==> src/rtl/mem_port_arbiter_if.sv <==
// Bundles the IFU, LSU and memory-side handshakes of the shared memory port.
// The arbiter connects through the slave modport; the environment uses master.
interface mem_port_arbiter_if #(
  parameter int unsigned ADDR_W = 32,
  parameter int unsigned DATA_W = 32
);
  localparam int unsigned STRB_W = DATA_W / 8;

  logic              ifu_req_valid;
  logic              ifu_req_ready;
  logic [ADDR_W-1:0] ifu_req_addr;
  logic              ifu_resp_valid;
  logic [DATA_W-1:0] ifu_resp_data;
  logic              ifu_resp_err;

  logic              lsu_req_valid;
  logic              lsu_req_ready;
  logic [ADDR_W-1:0] lsu_req_addr;
  logic              lsu_req_wen;
  logic [DATA_W-1:0] lsu_req_wdata;
  logic [STRB_W-1:0] lsu_req_wstrb;
  logic              lsu_resp_valid;
  logic [DATA_W-1:0] lsu_resp_data;
  logic              lsu_resp_err;

  logic              mem_req_valid;
  logic              mem_req_ready;
  logic [ADDR_W-1:0] mem_req_addr;
  logic              mem_req_wen;
  logic [DATA_W-1:0] mem_req_wdata;
  logic [STRB_W-1:0] mem_req_wstrb;
  logic              mem_resp_valid;
  logic [DATA_W-1:0] mem_resp_data;
  logic              mem_resp_err;

  modport slave (
    input  ifu_req_valid, ifu_req_addr,
    output ifu_req_ready, ifu_resp_valid, ifu_resp_data, ifu_resp_err,
    input  lsu_req_valid, lsu_req_addr, lsu_req_wen, lsu_req_wdata, lsu_req_wstrb,
    output lsu_req_ready, lsu_resp_valid, lsu_resp_data, lsu_resp_err,
    output mem_req_valid, mem_req_addr, mem_req_wen, mem_req_wdata, mem_req_wstrb,
    input  mem_req_ready, mem_resp_valid, mem_resp_data, mem_resp_err
  );

  modport master (
    output ifu_req_valid, ifu_req_addr,
    input  ifu_req_ready, ifu_resp_valid, ifu_resp_data, ifu_resp_err,
    output lsu_req_valid, lsu_req_addr, lsu_req_wen, lsu_req_wdata, lsu_req_wstrb,
    input  lsu_req_ready, lsu_resp_valid, lsu_resp_data, lsu_resp_err,
    input  mem_req_valid, mem_req_addr, mem_req_wen, mem_req_wdata, mem_req_wstrb,
    output mem_req_ready, mem_resp_valid, mem_resp_data, mem_resp_err
  );
endinterface

==> src/rtl/mem_port_arbiter.sv <==
// Round-robin arbiter sharing one memory port between IFU and LSU, one
// outstanding transaction, with a WAIT timeout that forces an error response.
module mem_port_arbiter #(
  parameter int unsigned ADDR_W  = 32,
  parameter int unsigned DATA_W  = 32,
  parameter int unsigned TIMEOUT = 64
) (
  input  logic              clk,
  input  logic              rst,
  mem_port_arbiter_if.slave bus
);
  localparam int unsigned STRB_W = DATA_W / 8;
  localparam int unsigned CNT_W  = $clog2(TIMEOUT);
  localparam logic [CNT_W-1:0] CNT_LAST = CNT_W'(TIMEOUT - 1);

  typedef enum logic [1:0] {S_IDLE, S_REQ, S_WAIT, S_RESP} state_e;

  state_e            state_q, state_d;
  logic              last_lsu_q, last_lsu_d;
  logic [CNT_W-1:0]  cnt_q, cnt_d;
  logic [ADDR_W-1:0] req_addr_q, req_addr_d;
  logic              req_wen_q, req_wen_d;
  logic [DATA_W-1:0] req_wdata_q, req_wdata_d;
  logic [STRB_W-1:0] req_wstrb_q, req_wstrb_d;
  logic              mem_req_valid_q, mem_req_valid_d;
  logic              ifu_resp_valid_q, ifu_resp_valid_d;
  logic              lsu_resp_valid_q, lsu_resp_valid_d;
  logic [DATA_W-1:0] resp_data_q, resp_data_d;
  logic              resp_err_q, resp_err_d;

  logic grant_ifu_c, grant_lsu_c, idle_c;

  // On a tie the grant goes to whoever was not served last.
  assign grant_lsu_c = bus.lsu_req_valid && (!bus.ifu_req_valid || !last_lsu_q);
  assign grant_ifu_c = bus.ifu_req_valid && (!bus.lsu_req_valid || last_lsu_q);
  assign idle_c      = (state_q == S_IDLE) && !rst;

  assign bus.ifu_req_ready  = idle_c && grant_ifu_c;
  assign bus.lsu_req_ready  = idle_c && grant_lsu_c;
  assign bus.mem_req_valid  = mem_req_valid_q;
  assign bus.mem_req_addr   = req_addr_q;
  assign bus.mem_req_wen    = req_wen_q;
  assign bus.mem_req_wdata  = req_wdata_q;
  assign bus.mem_req_wstrb  = req_wstrb_q;
  assign bus.ifu_resp_valid = ifu_resp_valid_q;
  assign bus.ifu_resp_data  = resp_data_q;
  assign bus.ifu_resp_err   = resp_err_q;
  assign bus.lsu_resp_valid = lsu_resp_valid_q;
  assign bus.lsu_resp_data  = resp_data_q;
  assign bus.lsu_resp_err   = resp_err_q;

  always_comb begin
    state_d          = state_q;
    last_lsu_d       = last_lsu_q;
    cnt_d            = cnt_q;
    req_addr_d       = req_addr_q;
    req_wen_d        = req_wen_q;
    req_wdata_d      = req_wdata_q;
    req_wstrb_d      = req_wstrb_q;
    mem_req_valid_d  = mem_req_valid_q;
    ifu_resp_valid_d = 1'b0;
    lsu_resp_valid_d = 1'b0;
    resp_data_d      = resp_data_q;
    resp_err_d       = resp_err_q;

    unique case (state_q)
      S_IDLE: begin
        if (grant_lsu_c) begin
          req_addr_d      = bus.lsu_req_addr;
          req_wen_d       = bus.lsu_req_wen;
          req_wdata_d     = bus.lsu_req_wdata;
          req_wstrb_d     = bus.lsu_req_wen ? bus.lsu_req_wstrb : STRB_W'(0);
          last_lsu_d      = 1'b1;
          mem_req_valid_d = 1'b1;
          state_d         = S_REQ;
        end else if (grant_ifu_c) begin
          req_addr_d      = bus.ifu_req_addr;
          req_wen_d       = 1'b0;
          req_wdata_d     = DATA_W'(0);
          req_wstrb_d     = STRB_W'(0);
          last_lsu_d      = 1'b0;
          mem_req_valid_d = 1'b1;
          state_d         = S_REQ;
        end
      end
      S_REQ: begin
        if (bus.mem_req_ready) begin
          mem_req_valid_d = 1'b0;
          cnt_d           = CNT_W'(0);
          state_d         = S_WAIT;
        end
      end
      S_WAIT: begin
        // A response in the same cycle as the limit takes priority over timeout.
        if (bus.mem_resp_valid) begin
          resp_err_d       = bus.mem_resp_err;
          resp_data_d      = req_wen_q ? DATA_W'(0) : bus.mem_resp_data;
          ifu_resp_valid_d = !last_lsu_q;
          lsu_resp_valid_d = last_lsu_q;
          state_d          = S_RESP;
        end else if (cnt_q == CNT_LAST) begin
          resp_err_d       = 1'b1;
          resp_data_d      = DATA_W'(0);
          ifu_resp_valid_d = !last_lsu_q;
          lsu_resp_valid_d = last_lsu_q;
          state_d          = S_RESP;
        end else begin
          cnt_d = cnt_q + CNT_W'(1);
        end
      end
      S_RESP:  state_d = S_IDLE;
      default: state_d = S_IDLE;
    endcase
  end

  always_ff @(posedge clk or posedge rst) begin
    if (rst) begin
      state_q          <= S_IDLE;
      last_lsu_q       <= 1'b1;
      cnt_q            <= '0;
      req_addr_q       <= '0;
      req_wen_q        <= 1'b0;
      req_wdata_q      <= '0;
      req_wstrb_q      <= '0;
      mem_req_valid_q  <= 1'b0;
      ifu_resp_valid_q <= 1'b0;
      lsu_resp_valid_q <= 1'b0;
      resp_data_q      <= '0;
      resp_err_q       <= 1'b0;
    end else begin
      state_q          <= state_d;
      last_lsu_q       <= last_lsu_d;
      cnt_q            <= cnt_d;
      req_addr_q       <= req_addr_d;
      req_wen_q        <= req_wen_d;
      req_wdata_q      <= req_wdata_d;
      req_wstrb_q      <= req_wstrb_d;
      mem_req_valid_q  <= mem_req_valid_d;
      ifu_resp_valid_q <= ifu_resp_valid_d;
      lsu_resp_valid_q <= lsu_resp_valid_d;
      resp_data_q      <= resp_data_d;
      resp_err_q       <= resp_err_d;
    end
  end
endmodule

==> src/flat_wrapper.sv <==
// flat-port wrapper written by rule: the top's interface ports become plain ports
module mem_port_arbiter_flat 
#(
  parameter int unsigned ADDR_W  = 32,
  parameter int unsigned DATA_W  = 32,
  parameter int unsigned TIMEOUT = 64
)
  (clk, rst, bus_ifu_req_valid, bus_ifu_req_addr, bus_ifu_req_ready, bus_ifu_resp_valid, bus_ifu_resp_data, bus_ifu_resp_err, bus_lsu_req_valid, bus_lsu_req_addr, bus_lsu_req_wen, bus_lsu_req_wdata, bus_lsu_req_wstrb, bus_lsu_req_ready, bus_lsu_resp_valid, bus_lsu_resp_data, bus_lsu_resp_err, bus_mem_req_valid, bus_mem_req_addr, bus_mem_req_wen, bus_mem_req_wdata, bus_mem_req_wstrb, bus_mem_req_ready, bus_mem_resp_valid, bus_mem_resp_data, bus_mem_resp_err);
  mem_port_arbiter_if #(.ADDR_W(ADDR_W), .DATA_W(DATA_W)) bus_i ();
  input  logic clk;
  input  logic rst;
  input wire logic [$bits(bus_i.ifu_req_valid)-1:0] bus_ifu_req_valid;
  input wire logic [$bits(bus_i.ifu_req_addr)-1:0] bus_ifu_req_addr;
  output wire logic [$bits(bus_i.ifu_req_ready)-1:0] bus_ifu_req_ready;
  output wire logic [$bits(bus_i.ifu_resp_valid)-1:0] bus_ifu_resp_valid;
  output wire logic [$bits(bus_i.ifu_resp_data)-1:0] bus_ifu_resp_data;
  output wire logic [$bits(bus_i.ifu_resp_err)-1:0] bus_ifu_resp_err;
  input wire logic [$bits(bus_i.lsu_req_valid)-1:0] bus_lsu_req_valid;
  input wire logic [$bits(bus_i.lsu_req_addr)-1:0] bus_lsu_req_addr;
  input wire logic [$bits(bus_i.lsu_req_wen)-1:0] bus_lsu_req_wen;
  input wire logic [$bits(bus_i.lsu_req_wdata)-1:0] bus_lsu_req_wdata;
  input wire logic [$bits(bus_i.lsu_req_wstrb)-1:0] bus_lsu_req_wstrb;
  output wire logic [$bits(bus_i.lsu_req_ready)-1:0] bus_lsu_req_ready;
  output wire logic [$bits(bus_i.lsu_resp_valid)-1:0] bus_lsu_resp_valid;
  output wire logic [$bits(bus_i.lsu_resp_data)-1:0] bus_lsu_resp_data;
  output wire logic [$bits(bus_i.lsu_resp_err)-1:0] bus_lsu_resp_err;
  output wire logic [$bits(bus_i.mem_req_valid)-1:0] bus_mem_req_valid;
  output wire logic [$bits(bus_i.mem_req_addr)-1:0] bus_mem_req_addr;
  output wire logic [$bits(bus_i.mem_req_wen)-1:0] bus_mem_req_wen;
  output wire logic [$bits(bus_i.mem_req_wdata)-1:0] bus_mem_req_wdata;
  output wire logic [$bits(bus_i.mem_req_wstrb)-1:0] bus_mem_req_wstrb;
  input wire logic [$bits(bus_i.mem_req_ready)-1:0] bus_mem_req_ready;
  input wire logic [$bits(bus_i.mem_resp_valid)-1:0] bus_mem_resp_valid;
  input wire logic [$bits(bus_i.mem_resp_data)-1:0] bus_mem_resp_data;
  input wire logic [$bits(bus_i.mem_resp_err)-1:0] bus_mem_resp_err;
  assign bus_i.ifu_req_valid = bus_ifu_req_valid;
  assign bus_i.ifu_req_addr = bus_ifu_req_addr;
  assign bus_ifu_req_ready = bus_i.ifu_req_ready;
  assign bus_ifu_resp_valid = bus_i.ifu_resp_valid;
  assign bus_ifu_resp_data = bus_i.ifu_resp_data;
  assign bus_ifu_resp_err = bus_i.ifu_resp_err;
  assign bus_i.lsu_req_valid = bus_lsu_req_valid;
  assign bus_i.lsu_req_addr = bus_lsu_req_addr;
  assign bus_i.lsu_req_wen = bus_lsu_req_wen;
  assign bus_i.lsu_req_wdata = bus_lsu_req_wdata;
  assign bus_i.lsu_req_wstrb = bus_lsu_req_wstrb;
  assign bus_lsu_req_ready = bus_i.lsu_req_ready;
  assign bus_lsu_resp_valid = bus_i.lsu_resp_valid;
  assign bus_lsu_resp_data = bus_i.lsu_resp_data;
  assign bus_lsu_resp_err = bus_i.lsu_resp_err;
  assign bus_mem_req_valid = bus_i.mem_req_valid;
  assign bus_mem_req_addr = bus_i.mem_req_addr;
  assign bus_mem_req_wen = bus_i.mem_req_wen;
  assign bus_mem_req_wdata = bus_i.mem_req_wdata;
  assign bus_mem_req_wstrb = bus_i.mem_req_wstrb;
  assign bus_i.mem_req_ready = bus_mem_req_ready;
  assign bus_i.mem_resp_valid = bus_mem_resp_valid;
  assign bus_i.mem_resp_data = bus_mem_resp_data;
  assign bus_i.mem_resp_err = bus_mem_resp_err;
  mem_port_arbiter #(.ADDR_W(ADDR_W), .DATA_W(DATA_W), .TIMEOUT(TIMEOUT)) u_core (.clk(clk), .rst(rst), .bus(bus_i));
endmodule
==> config.mk <==
export PLATFORM = sky130hd
export DESIGN_NAME = mem_port_arbiter_flat
export DESIGN_NICKNAME = d
export VERILOG_FILES = /design/src/rtl/mem_port_arbiter_if.sv /design/src/rtl/mem_port_arbiter.sv /design/src/flat_wrapper.sv
export SDC_FILE = /design/constraint.sdc
export NUM_CORES = 1
export LEC_CHECK = 0
export ABC_AREA = 0
export CORE_UTILIZATION = 35
export DETAILED_ROUTE_END_ITERATION = 12
export PLACE_DENSITY = 0.8
export SLEW_MARGIN = 10
export SYNTH_ARGS = -nofsm -noshare
export SYNTH_HDL_FRONTEND = slang
export SYNTH_SLANG_ARGS = --single-unit
==> constraint.sdc <==
create_clock -name clk -period 17.4 [get_ports clk]
set_input_delay 5.22 -clock clk [delete_from_list [all_inputs] [get_ports clk]]
set_output_delay 5.22 -clock clk [all_outputs]
set_load 0.01 [all_outputs]
Word-level counts from Yosys, hierarchy flattened
Cells that the tools add are included.
{"block": "classes", "addsub": 1, "multipliers": 0, "n_div": 0, "n_lt_le_gt_ge": 0, "n_eq_ne": 9, "n_shift": 0, "mux": 35, "bitwise_logic": 0, "reduce_logical": 21}
{"cell": "$mux 32", "count": 7}
{"cell": "$mux 6", "count": 3}
{"cell": "$mux 1", "count": 14}
{"cell": "$mux 4", "count": 3}
{"cell": "$pmux 6 s2", "count": 1}
{"cell": "$mux 2", "count": 5}
{"cell": "$pmux 2 s4", "count": 1}
{"cell": "$reduce_bool 2->1", "count": 4}
{"cell": "$add 6x1->6 const B", "count": 1}
{"cell": "$eq 6x6->1 const B", "count": 1}
{"cell": "$ne 2x2->1 const B", "count": 3}
{"cell": "$reduce_and 3->1", "count": 2}
{"cell": "$logic_and 1x1->1", "count": 5}
{"cell": "$eq 2x2->1 const B", "count": 2}
{"cell": "$logic_not 1->1", "count": 4}
{"cell": "$reduce_and 2->1", "count": 2}
{"cell": "$reduce_and 4->1", "count": 1}
{"cell": "$ne 3x1->1 const B", "count": 1}
{"cell": "$ne 3x2->1 const B", "count": 1}
{"cell": "$eq 2x1->1 const B", "count": 1}
{"cell": "$logic_not 2->1", "count": 1}
{"cell": "$logic_or 1x1->1", "count": 2}
{"cell": "$pmux 1 s2", "count": 1}
{"block": "totals", "reg_bits": 114, "latch_bits": 0, "ram_bits": 0, "romBits": 0, "in_bits": 140, "word_cells": 78, "memories": 0}

Longest topological paths before layout
Gate-level depths: netlist of run 1.
{"block": "logic_depth", "word_depth": 6, "mapped_depth": 7, "ltp_nobuf": 6}

Worst setup path after synthesis of run 1
OpenSTA, ideal clock, no wires.
{"block": "synth_path", "path_kind": "input to output", "from": "input port rst", "to": "output port bus_lsu_req_ready", "arrival_time_ps": 8065, "slack_ps": 4115, "path_stages": 2, "n_path_buf": 0, "cell_sequence": "inv_1 > and3_1"}
{"block": "synth_between", "elab_chain_len": 3}
{"item": "start: declaration", "line": "flat_wrapper.sv:11", "text": "input logic rst;"}
{"item": "$logic_not 1->1", "line": "mem_port_arbiter.sv:36", "text": "assign idle_c = (state_q == S_IDLE) && !rst;"}
{"item": "$logic_and 1x1->1", "line": "mem_port_arbiter.sv:36"}
{"item": "$logic_and 1x1->1", "line": "mem_port_arbiter.sv:39", "text": "assign bus.lsu_req_ready = idle_c && grant_lsu_c;"}
{"item": "end: declaration", "line": "flat_wrapper.sv:23", "text": "output wire logic [$bits(bus_i.lsu_req_ready)-1:0] bus_lsu_req_ready;"}
No other way between the ends.

Worst setup path after layout of run 1
{"block": "layout_path", "from": "input port bus_lsu_req_valid", "to": "output port bus_lsu_req_ready"}
{"block": "layout_between", "elab_chain_len": 2}
{"item": "start: declaration", "line": "flat_wrapper.sv:18", "text": "input wire logic [$bits(bus_i.lsu_req_valid)-1:0] bus_lsu_req_valid;"}
{"item": "$logic_and 1x1->1", "line": "mem_port_arbiter.sv:34", "text": "assign grant_lsu_c = bus.lsu_req_valid && (!bus.ifu_req_valid || !last_lsu_q);"}
{"item": "$logic_and 1x1->1", "line": "mem_port_arbiter.sv:39"}
No other way between the ends.

==> results of run 1 <==
==> flip-flops by register name, summed over array words and instances (netlist names) <==
signal	flops
u_core.bus.mem_req_wen	1
u_core.last_lsu_q	1
u_core.state_q	2
u_core.bus.ifu_resp_valid	1
u_core.bus.mem_req_wdata	32
u_core.cnt_q	6
u_core.bus.mem_req_wstrb	4
u_core.bus.ifu_resp_data	32
u_core.bus.ifu_resp_err	1
u_core.bus.mem_req_addr	32
u_core.bus.mem_req_valid	1
u_core.bus.lsu_resp_valid	1
==> cells in the final DEF, fill, tap and decap left out, drive strengths merged, types with 2 or more instances in the layout <==
master / netlist / final
clkdlybuf4s50: 0 / 279
dfrtp: 113 / 113
a22o: 67 / 67
nand2: 37 / 37
o21ai: 35 / 35
mux2i: 32 / 32
clkbuf: 7 / 21
nor2: 8 / 8
inv: 7 / 7
a21oi: 5 / 5
a32o: 4 / 4
ha: 4 / 4
bufinv: 0 / 4
buf: 54 / 4
clkinv: 0 / 4
nor3: 3 / 3
a21o: 3 / 3
nor2b: 2 / 2
a31oi: 2 / 2
nor3b: 2 / 2
and3: 2 / 2
clkinvlp: 0 / 2
mux2: 2 / 2
==> path summary, 6_finish.rpt <==
| kind | startpoint | to | cells past startpoint | slack, ns |
|---|---|---|---|---|
| worst min-delay path | u_core.bus.mem_req_addr[22]$_DFFE_PP0P_ | u_core.bus.mem_req_addr[22]$_DFFE_PP0P_ | 2 | 0.48 |
| worst min register to register | u_core.bus.mem_req_addr[22]$_DFFE_PP0P_ | u_core.bus.mem_req_addr[22]$_DFFE_PP0P_ | 2 | 0.48 |
| worst max-delay path | bus_lsu_req_valid | bus_lsu_req_ready | 5 | 4.94 |
| worst max register to register | u_core.state_q[0]$_DFFE_PP0P_ | u_core.bus.mem_req_valid$_DFFE_PP0P_ | 6 | 15.21 |
| max in group asynchronous | rst | u_core.bus.mem_req_valid$_DFFE_PP0P_ | 3 | 10.81 |
| min in group asynchronous | rst | u_core.bus.ifu_resp_data[6]$_DFFE_PP0P_ | 2 | 5.24 |
==> through the flow <==
step,cell area (um^2),setup WS (ns)
floorplan,4940,4.12
global placement,7590,4.96
detailed placement,7590,4.90
CTS,8200,4.89
global route,8210,4.83
finish,8210,4.94
==> worst max-delay path: stages <==
cell	delay (ns)
sky130_fd_sc_hd__clkdlybuf4s50_1	0.57
sky130_fd_sc_hd__a21boi_4	0.20
sky130_fd_sc_hd__buf_4	0.48
sky130_fd_sc_hd__and3_1	0.24
sky130_fd_sc_hd__clkdlybuf4s50_1	0.53
==> kinds of logic (layout without fill, tap and decap cells) <==
| family | count (synthesis) | in the layout | share of synthesized area (%) |
|---|---|---|---|
| compound gates | 124 | 124 | 19.1 |
| flops | 114 | 114 | 57.8 |
| buf+inv | 68 | 321 | 9.07 |
| simple gates | 63 | 63 | 6.05 |
| mux | 34 | 34 | 7.02 |
| fa+ha+maj | 4 | 4 | 1.01 |
==> cell type report <==
| type | count | area [um^2] |
|---|---|---|
| clock buffers | 21 | 450 |
| clock inverters | 10 | 159 |
| fillers | 1082 | 5620 |
| inverters | 7 | 28.8 |
| multi-input cells | 225 | 1670 |
| flip-flops and latches | 114 | 2850 |
| well taps | 180 | 225 |
| repair buffers | 283 | 2820 |
==> power groups by stage <==
| stage | sequential (mW) | clock (mW) | combinational (mW) |
|---|---|---|---|
| 2_1_floorplan | 0.509 | 0 | 0.285 |
| 3_3_place_gp | 0.464 | 0 | 0.643 |
| 3_5_place_dp | 0.469 | 0 | 0.657 |
| 4_1_cts | 0.469 | 0.365 | 0.658 |
| 5_1_grt | 0.483 | 0.376 | 0.699 |
| 6_report | 0.469 | 0.356 | 0.648 |
==> per-layer routing <==
metal,vias up,global-route usage [%]
met5,-,0
met4,0,8.02
met3,20,6.75
met2,187,33.5
met1,1945,21.1
li1,1928,-
==> insert_results.sql, run 1 <==
INSERT INTO impl_metrics (metric_group, metric, value, unit) VALUES
('cts', 'clock_tree.root_cell', 'sky130_fd_sc_hd__clkbuf_16', ''),
('synthesis', 'post_synth_edffs', '0', ''),
('power', 'design_power_total', '1.47', 'mW'),
('cts', 'clockBufferDepth', '2', ''),
('global_route', 'grt_first_pass_wirelength', '21200', 'um'),
('global_route', 'vias_in_the_first_global_route', '4142', ''),
('die', 'floorplan.rows', '43', ''),
('detailed_routing', 'met1_routed_length', '5460', 'um'),
('cts', 'postCtsSetupBuffers', '0', ''),
('cts', 'clkSlewWorstSetupHoldPaths', '0.05', 'ns'),
('power', 'p_int', '1.01', 'mW'),
('synthesis', 'synth_nets', '551', ''),
('die', 'die_outline_area', '14600', 'um^2'),
('detailed_routing', 'wirelength', '13900', 'um'),
('cts', 'clock_tree_from_tritoncts', 'built', ''),
('global_route', 'grt_overflow', '0', ''),
('setup_path', 'setup.worst_path.end_class', 'output pin', ''),
('setup_path', 'cp_data_required_time', '12.18', 'ns'),
('place', 'routabilityCongestion', '0.832', ''),
('synthesis', 'netlist_cell_types', '45', ''),
('power', 'power_density', '180', 'nW/um^2'),
('timing', 'worst_pin_slew', '0.977', 'ns'),
('synthesis', 'post_synth.cell_area_avg', '12.1', 'um^2'),
('run', 'timing.max_cap.violations', '0', ''),
('cts', 'clock_insertion_delay_worst_skew', '0.40', 'ns'),
('power', 'vdd_ir_drop_max', '97.8', 'uV'),
('detailed_routing', 'met2WireLength', '7100', 'um'),
('die', 'die_height', '121', 'um'),
('final_layout', 'finalCoreUtilization', '59.4', '%'),
('cts', 'clock-sinks', '114', ''),
('place', 'hpwl', '10300', 'um'),
('synthesis', 'synth_warn', '0', ''),
('power', 'power.share.sequential', '31.8', '%'),
('synthesis', 'synth.top_cells.by_area', 'sky130_fd_sc_hd__dfrtp_1, sky130_fd_sc_hd__a22o_1, sky130_fd_sc_hd__mux2i_1, sky130_fd_sc_hd__buf_4, sky130_fd_sc_hd__o21ai_1', ''),
('detailed_routing', 'route.antenna.remaining_nets', '0', ''),
('timing', 'drv_slew', '0', ''),
('timing', 'fin_setup_tns', '0', 'ns'),
('power', 'leakage_power_total', '3.57', 'nW'),
('synthesis', 'syn_area', '4940', 'um^2'),
('cts', 'total_of_cells_resized_after_clock_tree_synthesis', '0', ''),
('detailed_routing', 'detail_route.iter0.violations', '160', ''),
('die', 'floorplan.core_area', '13800', 'um^2'),
('detailed_routing', 'total_number_of_vias', '4080', ''),
('final_layout', 'layout-drive-gt1-share', '6.36', '%'),
('cts', 'cts_hold_buf', '0', ''),
('die', 'start_util', '35.7', '%'),
('cts', 'cts_htree_levels', '4', ''),
('die', 'io_pins', '280', ''),
('timing', 'min_period', '12.46', 'ns'),
('final_layout', 'flow.area_growth_from_synthesis', '66.2', '%'),
('outcome', 'run_status', 'finished, final reports clean', ''),
('detailed_routing', 'route.detailed.drc', '0', ''),
('detailed_routing', 'drt-wirelength-per-cell', '16.6', 'um'),
('place', 'portBuffers', '279', ''),
('setup_path', 'cp.arrival', '7.24', 'ns'),
('detailed_routing', 'met3_length', '1110', 'um'),
('place', 'place_inst', '809', ''),
('global_route', 'gr_usage_total', '19.2', '%'),
('global_route', 'grt_start_max_net_pins', '104', ''),
('power', 'switchingPower', '0.468', 'mW'),
('final_layout', 'nets', '792', ''),
('synthesis', 'synth_common_cells', 'sky130_fd_sc_hd__dfrtp_1, sky130_fd_sc_hd__a22o_1, sky130_fd_sc_hd__buf_4', ''),
('global_route', 'grt_antenna_before_repair', '0', ''),
('synthesis', 'synth_largest_area_cell', 'sky130_fd_sc_hd__dfrtp_1', ''),
('setup_path', 'cp_max_fo', '34', ''),
('synthesis', 'synth_top_area_share', '57.2', '%'),
('timing', 'max-slew-margin-rel', '34.9', '%'),
('power', 'clock_power_share', '24.2', '%'),
('die', 'die_width', '121', 'um'),
('timing', 'rsz0062_at_grt', 'no', ''),
('detailed_routing', 'route.detailed.vias_per_inst', '4.86', '');
Power figures use the tool's default switching activity.
==> run 2, diff against run 1 <==
Clock period 17.4 ns to 11.8 ns, I/O delays scaled along.
==> insert_results.sql, run 2 (synthesis gave the netlist of run 1 again) <==
INSERT INTO impl_metrics (metric_group, metric, value, unit) VALUES
('detailed_routing', 'met3_length', '1120', 'um'),
('place', 'place_inst', '809', ''),
('final_layout', 'fin_cells', '840', ''),
('die', 'start_util', '35.7', '%'),
('timing', 'min_period', '9.13', 'ns'),
('cts', 'clock-sinks', '114', ''),
('global_route', 'vias_in_the_first_global_route', '4165', ''),
('detailed_routing', 'highest-signal-layer', 'met4', ''),
('timing', 'timing_hold_violations_final', '0', ''),
('place', 'routabilityCongestion', '0.837', ''),
('global_route', 'grt_start_max_net_pins', '104', ''),
('outcome', 'run_status', 'finished, final reports clean', ''),
('detailed_routing', 'detail_route.iter0.violations', '200', ''),
('setup_path', 'setup.worst_path.end_class', 'output pin', ''),
('setup_path', 'cp_slowest_cell', 'sky130_fd_sc_hd__clkdlybuf4s50_1', ''),
('die', 'die_height', '121', 'um'),
('timing', 'drv_slew', '0', ''),
('detailed_routing', 'route.antenna.remaining_nets', '0', ''),
('timing', 'finalClockSkew', '0.00611', 'ns'),
('place', 'hpwl', '10300', 'um'),
('worst_hold_path', 'hold_start', 'u_core.bus.mem_req_addr[30]$_DFFE_PP0P_', ''),
('setup_path', 'critical_path_class', 'primary input to output pin', ''),
('cts', 'cts_hold_buf', '0', ''),
('setup_path', 'path_common_cell', 'sky130_fd_sc_hd__clkdlybuf4s50_1', ''),
('run', 'timing.max_cap.violations', '0', ''),
('power', 'vdd_ir_drop_max', '133', 'uV'),
('setup_path', 'worst_r2r_startpoint', 'u_core.state_q[0]$_DFFE_PP0P_', ''),
('global_route', 'grt_antenna_before_repair', '0', ''),
('detailed_routing', 'wirelength', '13900', 'um'),
('timing', 'finalHoldWorstSlack', '0.478', 'ns'),
('setup_path', 'crit_path_start', 'bus_lsu_req_valid', ''),
('detailed_routing', 'total_number_of_vias', '4152', ''),
('die', 'io_pins', '280', ''),
('detailed_routing', 'route.detailed.vias_per_inst', '4.94', ''),
('cts', 'cts-buffers-inserted', '17', ''),
('final_layout', 'flow.area_growth_from_synthesis', '65.3', '%'),
('cts', 'clock_insertion_delay_worst_skew', '0.40', 'ns'),
('timing', 'worst_pin_slew', '1.01', 'ns'),
('cts', 'clock_tree_from_tritoncts', 'built', ''),
('power', 'design_power_total', '2.14', 'mW'),
('cts', 'postCtsSetupBuffers', '0', ''),
('detailed_routing', 'first_pass_iters', '4', ''),
('timing', 'max-slew-margin-rel', '32.5', '%'),
('detailed_routing', 'met1_routed_length', '5440', 'um'),
('setup_path', 'path_cells', 'clkdlybuf4s50_1 -> a21boi_4 -> buf_4 -> and3_1 -> clkdlybuf4s50_1', ''),
('final_layout', 'finalCoreUtilization', '59.1', '%'),
('detailed_routing', 'met2WireLength', '7100', 'um'),
('die', 'die_width', '121', 'um'),
('cts', 'clock_tree.root_cell', 'sky130_fd_sc_hd__clkbuf_16', ''),
('global_route', 'grt_first_pass_wirelength', '21300', 'um'),
('timing', 'period_utilisation_layout', '77.4', '%'),
('timing', 'rsz0062_at_grt', 'no', ''),
('power', 'power_density', '262', 'nW/um^2'),
('timing', 'clock.fmax', '110', 'MHz'),
('setup_path', 'cp_data_required_time', '8.26', 'ns'),
('setup_path', 'start_kind', 'primary input', ''),
('final_layout', 'layout.cells.most_common_list', 'sky130_fd_sc_hd__clkdlybuf4s50_1, sky130_fd_sc_hd__dfrtp_1, sky130_fd_sc_hd__a22o_1', ''),
('detailed_routing', 'route.detailed.drc', '0', ''),
('die', 'die_outline_area', '14600', 'um^2'),
('cts', 'cts_htree_levels', '4', ''),
('place', 'portBuffers', '279', ''),
('final_layout', 'layout-drive-gt1-share', '6.67', '%'),
('final_layout', 'antenna-diode-count', '0', ''),
('global_route', 'grt_overflow', '0', ''),
('setup_path', 'cp_max_fo', '34', ''),
('die', 'floorplan.core_area', '13800', 'um^2'),
('cts', 'total_of_cells_resized_after_clock_tree_synthesis', '0', ''),
('global_route', 'gr_usage_total', '19.2', '%'),
('setup_path', 'timing.critical_path.slowest_cell_delay', '0.56', 'ns'),
('power', 'leakage_power_total', '3.55', 'nW'),
('final_layout', 'layout.cells.most_common', 'sky130_fd_sc_hd__clkdlybuf4s50_1', ''),
('timing', 'fin_setup_tns', '0', 'ns'),
('cts', 'clockBufferDepth', '2', ''),
('cts', 'clkSlewWorstSetupHoldPaths', '0.05', 'ns'),
('final_layout', 'nets', '792', ''),
('timing', 'timing.final.setup_violations', '0', ''),
('die', 'floorplan.rows', '43', ''),
('worst_hold_path', 'hp-class', 'flip-flop to flip-flop', ''),
('setup_path', 'cp.arrival', '5.59', 'ns'),
('detailed_routing', 'drt-wirelength-per-cell', '16.6', 'um');
[run 2: cell type report]
type | instances | area, um^2
inverters | 7 | 28.8
clock inverters | 11 | 113
fillers | 1081 | 5660
well taps | 180 | 225
flip-flops and latches | 114 | 2850
clock buffers | 20 | 457
multi-input cells | 225 | 1670
repair buffers | 283 | 2820
[run 2: path summary, 6_finish.rpt]
check / endpoint / slack [ns] / cells after the start
max reg2reg: u_core.bus.ifu_resp_data[12]$_DFFE_PP0P_ / 9.64 / 5
max: bus_lsu_req_ready / 2.67 / 5
min reg2reg: u_core.bus.mem_req_addr[30]$_DFFE_PP0P_ / 0.48 / 2
min: u_core.bus.mem_req_addr[30]$_DFFE_PP0P_ / 0.48 / 2
max in group asynchronous: u_core.cnt_q[1]$_DFFE_PP0P_ / 6.90 / 3
min in group asynchronous: u_core.bus.ifu_resp_data[4]$_DFFE_PP0P_ / 3.56 / 2
[run 2: power breakdown]
part	total [mW]	switching, mW	internal [mW]
Clock	0.488	0.170	0.318
Combinational	0.959	0.402	0.557
Sequential	0.691	0.121	0.570
[run 2: through the flow]
stage / worst slack [ns] / instance area (um^2)
floorplan: 1.88 / 4940
global placement: 2.72 / 7590
detailed placement: 2.66 / 7590
CTS: 2.67 / 8160
global route: 2.60 / 8170
finish: 2.67 / 8170
[run 2: critical path, delay by kind of cell]
kind                   cells  cell delay [ns]
AND/OR/NAND/NOR            1             0.24
AO/OA/AOI/OAI              1             0.20
buffers and inverters      3             1.56
[run 2: per-layer routing]
| layer | up-vias | track usage, % |
|---|---|---|
| met3 | 23 | 6.42 |
| met4 | 0 | 8.33 |
| li1 | 1922 | - |
| met1 | 2013 | 21.1 |
| met5 | - | 0 |
| met2 | 194 | 33.5 |
==> run 3, diff against run 2 <==
Settings changed: PLACE_DENSITY 0.8 to 0.83.
Clock period 11.8 ns to 7.55 ns, I/O delays scaled along.
==> insert_results.sql, run 3 (synthesis gave the netlist of run 1 again) <==
INSERT INTO impl_metrics (metric_group, metric, value, unit) VALUES
('timing', 'finalClockSkew', '0.00758', 'ns'),
('power', 'p_int', '2.25', 'mW'),
('global_route', 'grt_start_max_net_pins', '70', ''),
('die', 'floorplan.core_area', '13800', 'um^2'),
('setup_path', 'cp_slowest_cell', 'sky130_fd_sc_hd__clkdlybuf4s50_1', ''),
('run', 'timing.max_cap.violations', '0', ''),
('detailed_routing', 'wirelength', '13900', 'um'),
('cts', 'postCtsSetupBuffers', '0', ''),
('global_route', 'grt_first_pass_wirelength', '21300', 'um'),
('detailed_routing', 'first_pass_iters', '5', ''),
('detailed_routing', 'drt-wirelength-per-cell', '16.6', 'um'),
('cts', 'cts-buffers-inserted', '17', ''),
('worst_hold_path', 'hold_start', 'u_core.bus.mem_req_addr[30]$_DFFE_PP0P_', ''),
('timing', 'timing_hold_violations_final', '0', ''),
('timing', 'period_utilisation_layout', '80.7', '%'),
('timing', 'timing.final.setup_violations', '0', ''),
('power', 'p_comb_share', '44.9', '%'),
('cts', 'clock_insertion_delay_worst_skew', '0.40', 'ns'),
('timing', 'clock.fmax', '164', 'MHz'),
('power', 'power.switching_fraction', '32.5', '%'),
('cts', 'total_of_cells_resized_after_clock_tree_synthesis', '0', ''),
('final_layout', 'layout.cells.most_common_list', 'sky130_fd_sc_hd__clkdlybuf4s50_1, sky130_fd_sc_hd__dfrtp_1, sky130_fd_sc_hd__a22o_1', ''),
('power', 'power_density', '408', 'nW/um^2'),
('setup_path', 'start_kind', 'primary input', ''),
('die', 'io_pins', '280', ''),
('detailed_routing', 'route.antenna.remaining_nets', '0', ''),
('worst_hold_path', 'hp-class', 'flip-flop to flip-flop', ''),
('power', 'vdd_ir_drop_max', '217', 'uV'),
('detailed_routing', 'route.detailed.vias_per_inst', '4.94', ''),
('setup_path', 'path_common_cell', 'sky130_fd_sc_hd__clkdlybuf4s50_1', ''),
('die', 'floorplan.rows', '43', ''),
('place', 'routabilityCongestion', '0.802', ''),
('global_route', 'gr_usage_total', '19.2', '%'),
('setup_path', 'crit_path_start', 'bus_lsu_req_valid', ''),
('power', 'clock_power_share', '22.6', '%'),
('setup_path', 'setup.worst_path.end_class', 'output pin', ''),
('cts', 'clockBufferDepth', '2', ''),
('detailed_routing', 'route.detailed.drc', '0', ''),
('final_layout', 'nets', '792', ''),
('die', 'start_util', '35.7', '%'),
('setup_path', 'critical_path_class', 'primary input to output pin', ''),
('setup_path', 'worst_r2r_startpoint', 'u_core.state_q[0]$_DFFE_PP0P_', ''),
('die', 'die_height', '121', 'um'),
('final_layout', 'flow.area_growth_from_synthesis', '65.3', '%'),
('final_layout', 'antenna-diode-count', '0', ''),
('power', 'switchingPower', '1.08', 'mW'),
('cts', 'cts_hold_buf', '0', ''),
('detailed_routing', 'detail_route.iter0.violations', '224', ''),
('cts', 'clock_tree_from_tritoncts', 'built', ''),
('final_layout', 'filler_cell_count', '1091', ''),
('setup_path', 'cp_max_fo', '4', ''),
('timing', 'worst_pin_slew', '1.23', 'ns'),
('global_route', 'vias_in_the_first_global_route', '4251', ''),
('power', 'power.share.sequential', '32.5', '%'),
('cts', 'clkSlewWorstSetupHoldPaths', '0.05', 'ns'),
('power', 'design_power_total', '3.33', 'mW'),
('setup_path', 'path_cells', 'clkdlybuf4s50_1 -> a21boi_4 -> and3_1 -> clkdlybuf4s50_1', ''),
('timing', 'max-slew-margin-rel', '17.9', '%'),
('place', 'hpwl', '10400', 'um'),
('final_layout', 'layout.cells.most_common', 'sky130_fd_sc_hd__clkdlybuf4s50_1', ''),
('setup_path', 'cp.arrival', '3.83', 'ns'),
('timing', 'min_period', '6.10', 'ns'),
('setup_path', 'cp_data_required_time', '5.29', 'ns'),
('cts', 'clock-sinks', '114', ''),
('timing', 'rsz0062_at_grt', 'no', ''),
('global_route', 'grt_overflow', '0', ''),
('detailed_routing', 'total_number_of_vias', '4157', ''),
('die', 'die_width', '121', 'um'),
('global_route', 'grt_antenna_before_repair', '0', ''),
('cts', 'cts_htree_levels', '4', ''),
('cts', 'clock_tree.root_cell', 'sky130_fd_sc_hd__clkbuf_16', ''),
('timing', 'fin_setup_tns', '0', 'ns'),
('timing', 'drv_slew', '0', ''),
('final_layout', 'layout-drive-gt1-share', '6.51', '%'),
('die', 'die_outline_area', '14600', 'um^2'),
('place', 'portBuffers', '279', ''),
('power', 'leakage_power_total', '3.54', 'nW'),
('outcome', 'run_status', 'finished, final reports clean', ''),
('setup_path', 'timing.critical_path.slowest_cell_delay', '0.59', 'ns');
-- run 3: cell count changes in the layout (fill, tap and decap cells not counted) --
cell,change
sky130_fd_sc_hd__clkbuf_1,+3
sky130_fd_sc_hd__and2_1,-1
sky130_fd_sc_hd__clkinv_2,-2
sky130_fd_sc_hd__and2_2,+1
sky130_fd_sc_hd__clkbuf_8,-1
sky130_fd_sc_hd__clkinvlp_4,+1
-- run 3: layout make-up --
type / instances / area (um^2) / area share, %
Sequential cell: 114 / 2850 / 35.0
Timing Repair Buffer: 283 / 2820 / 34.6
Multi-Input combinational cell: 225 / 1670 / 20.4
Clock buffer: 22 / 454 / 5.56
Tap cell: 180 / 225 / 2.76
Clock inverter: 10 / 110 / 1.35
Inverter: 7 / 28.8 / 0.352
-- run 3: per-layer routing --
metal,up-vias,share of wire (%),GRT usage [%]
met5,-,0,0
met1,2009,37,20.6
met3,13,7.7,5.66
met2,204,54,35.2
met4,0,1.1,7.64
li1,1931,-,-
-- run 3: through the flow --
stage          instances  utilization (%)  area [um^2]  worst slack, ns  hold WS [ns]
3_3_place_gp         809             54.9         7590             1.45         0.467
3_5_place_dp         809             54.9         7590             1.44         0.475
2_1_floorplan        407                -         4940            0.175         0.485
5_1_grt              841             59.0         8160             1.41         0.507
4_1_cts              841             59.0         8160             1.44         0.487
6_report             841             59.0         8160             1.45         0.478
-- run 3: worst max-delay path: cells and delay by family --
family          cells  cell delay, ns
simple gates        1            0.21
buf+inv             2            1.15
compound gates      1            0.21
-- run 3: worst paths after layout --
kind                                                       endpoint  slack (ns)  depth (start not counted)
setup reg to reg           u_core.bus.ifu_resp_data[23]$_DFFE_PP0P_        5.36                          5
min in group asynchronous   u_core.bus.ifu_resp_data[6]$_DFFE_PP0P_        2.41                          3
setup / recovery                                  bus_lsu_req_ready        1.45                          4
hold reg to reg             u_core.bus.mem_req_addr[30]$_DFFE_PP0P_        0.48                          2
hold / removal              u_core.bus.mem_req_addr[30]$_DFFE_PP0P_        0.48                          2
max in group asynchronous               u_core.cnt_q[0]$_DFFE_PP0P_        3.88                          4
-- run 3: power by group through the flow --
stage	Clock, mW	Combinational [mW]	Sequential [mW]
floorplan	0	0.657	1.17
global placement	0	1.48	1.07
detailed placement	0	1.51	1.08
CTS	0.775	1.52	1.08
global route	0.803	1.61	1.12
finish	0.753	1.50	1.08
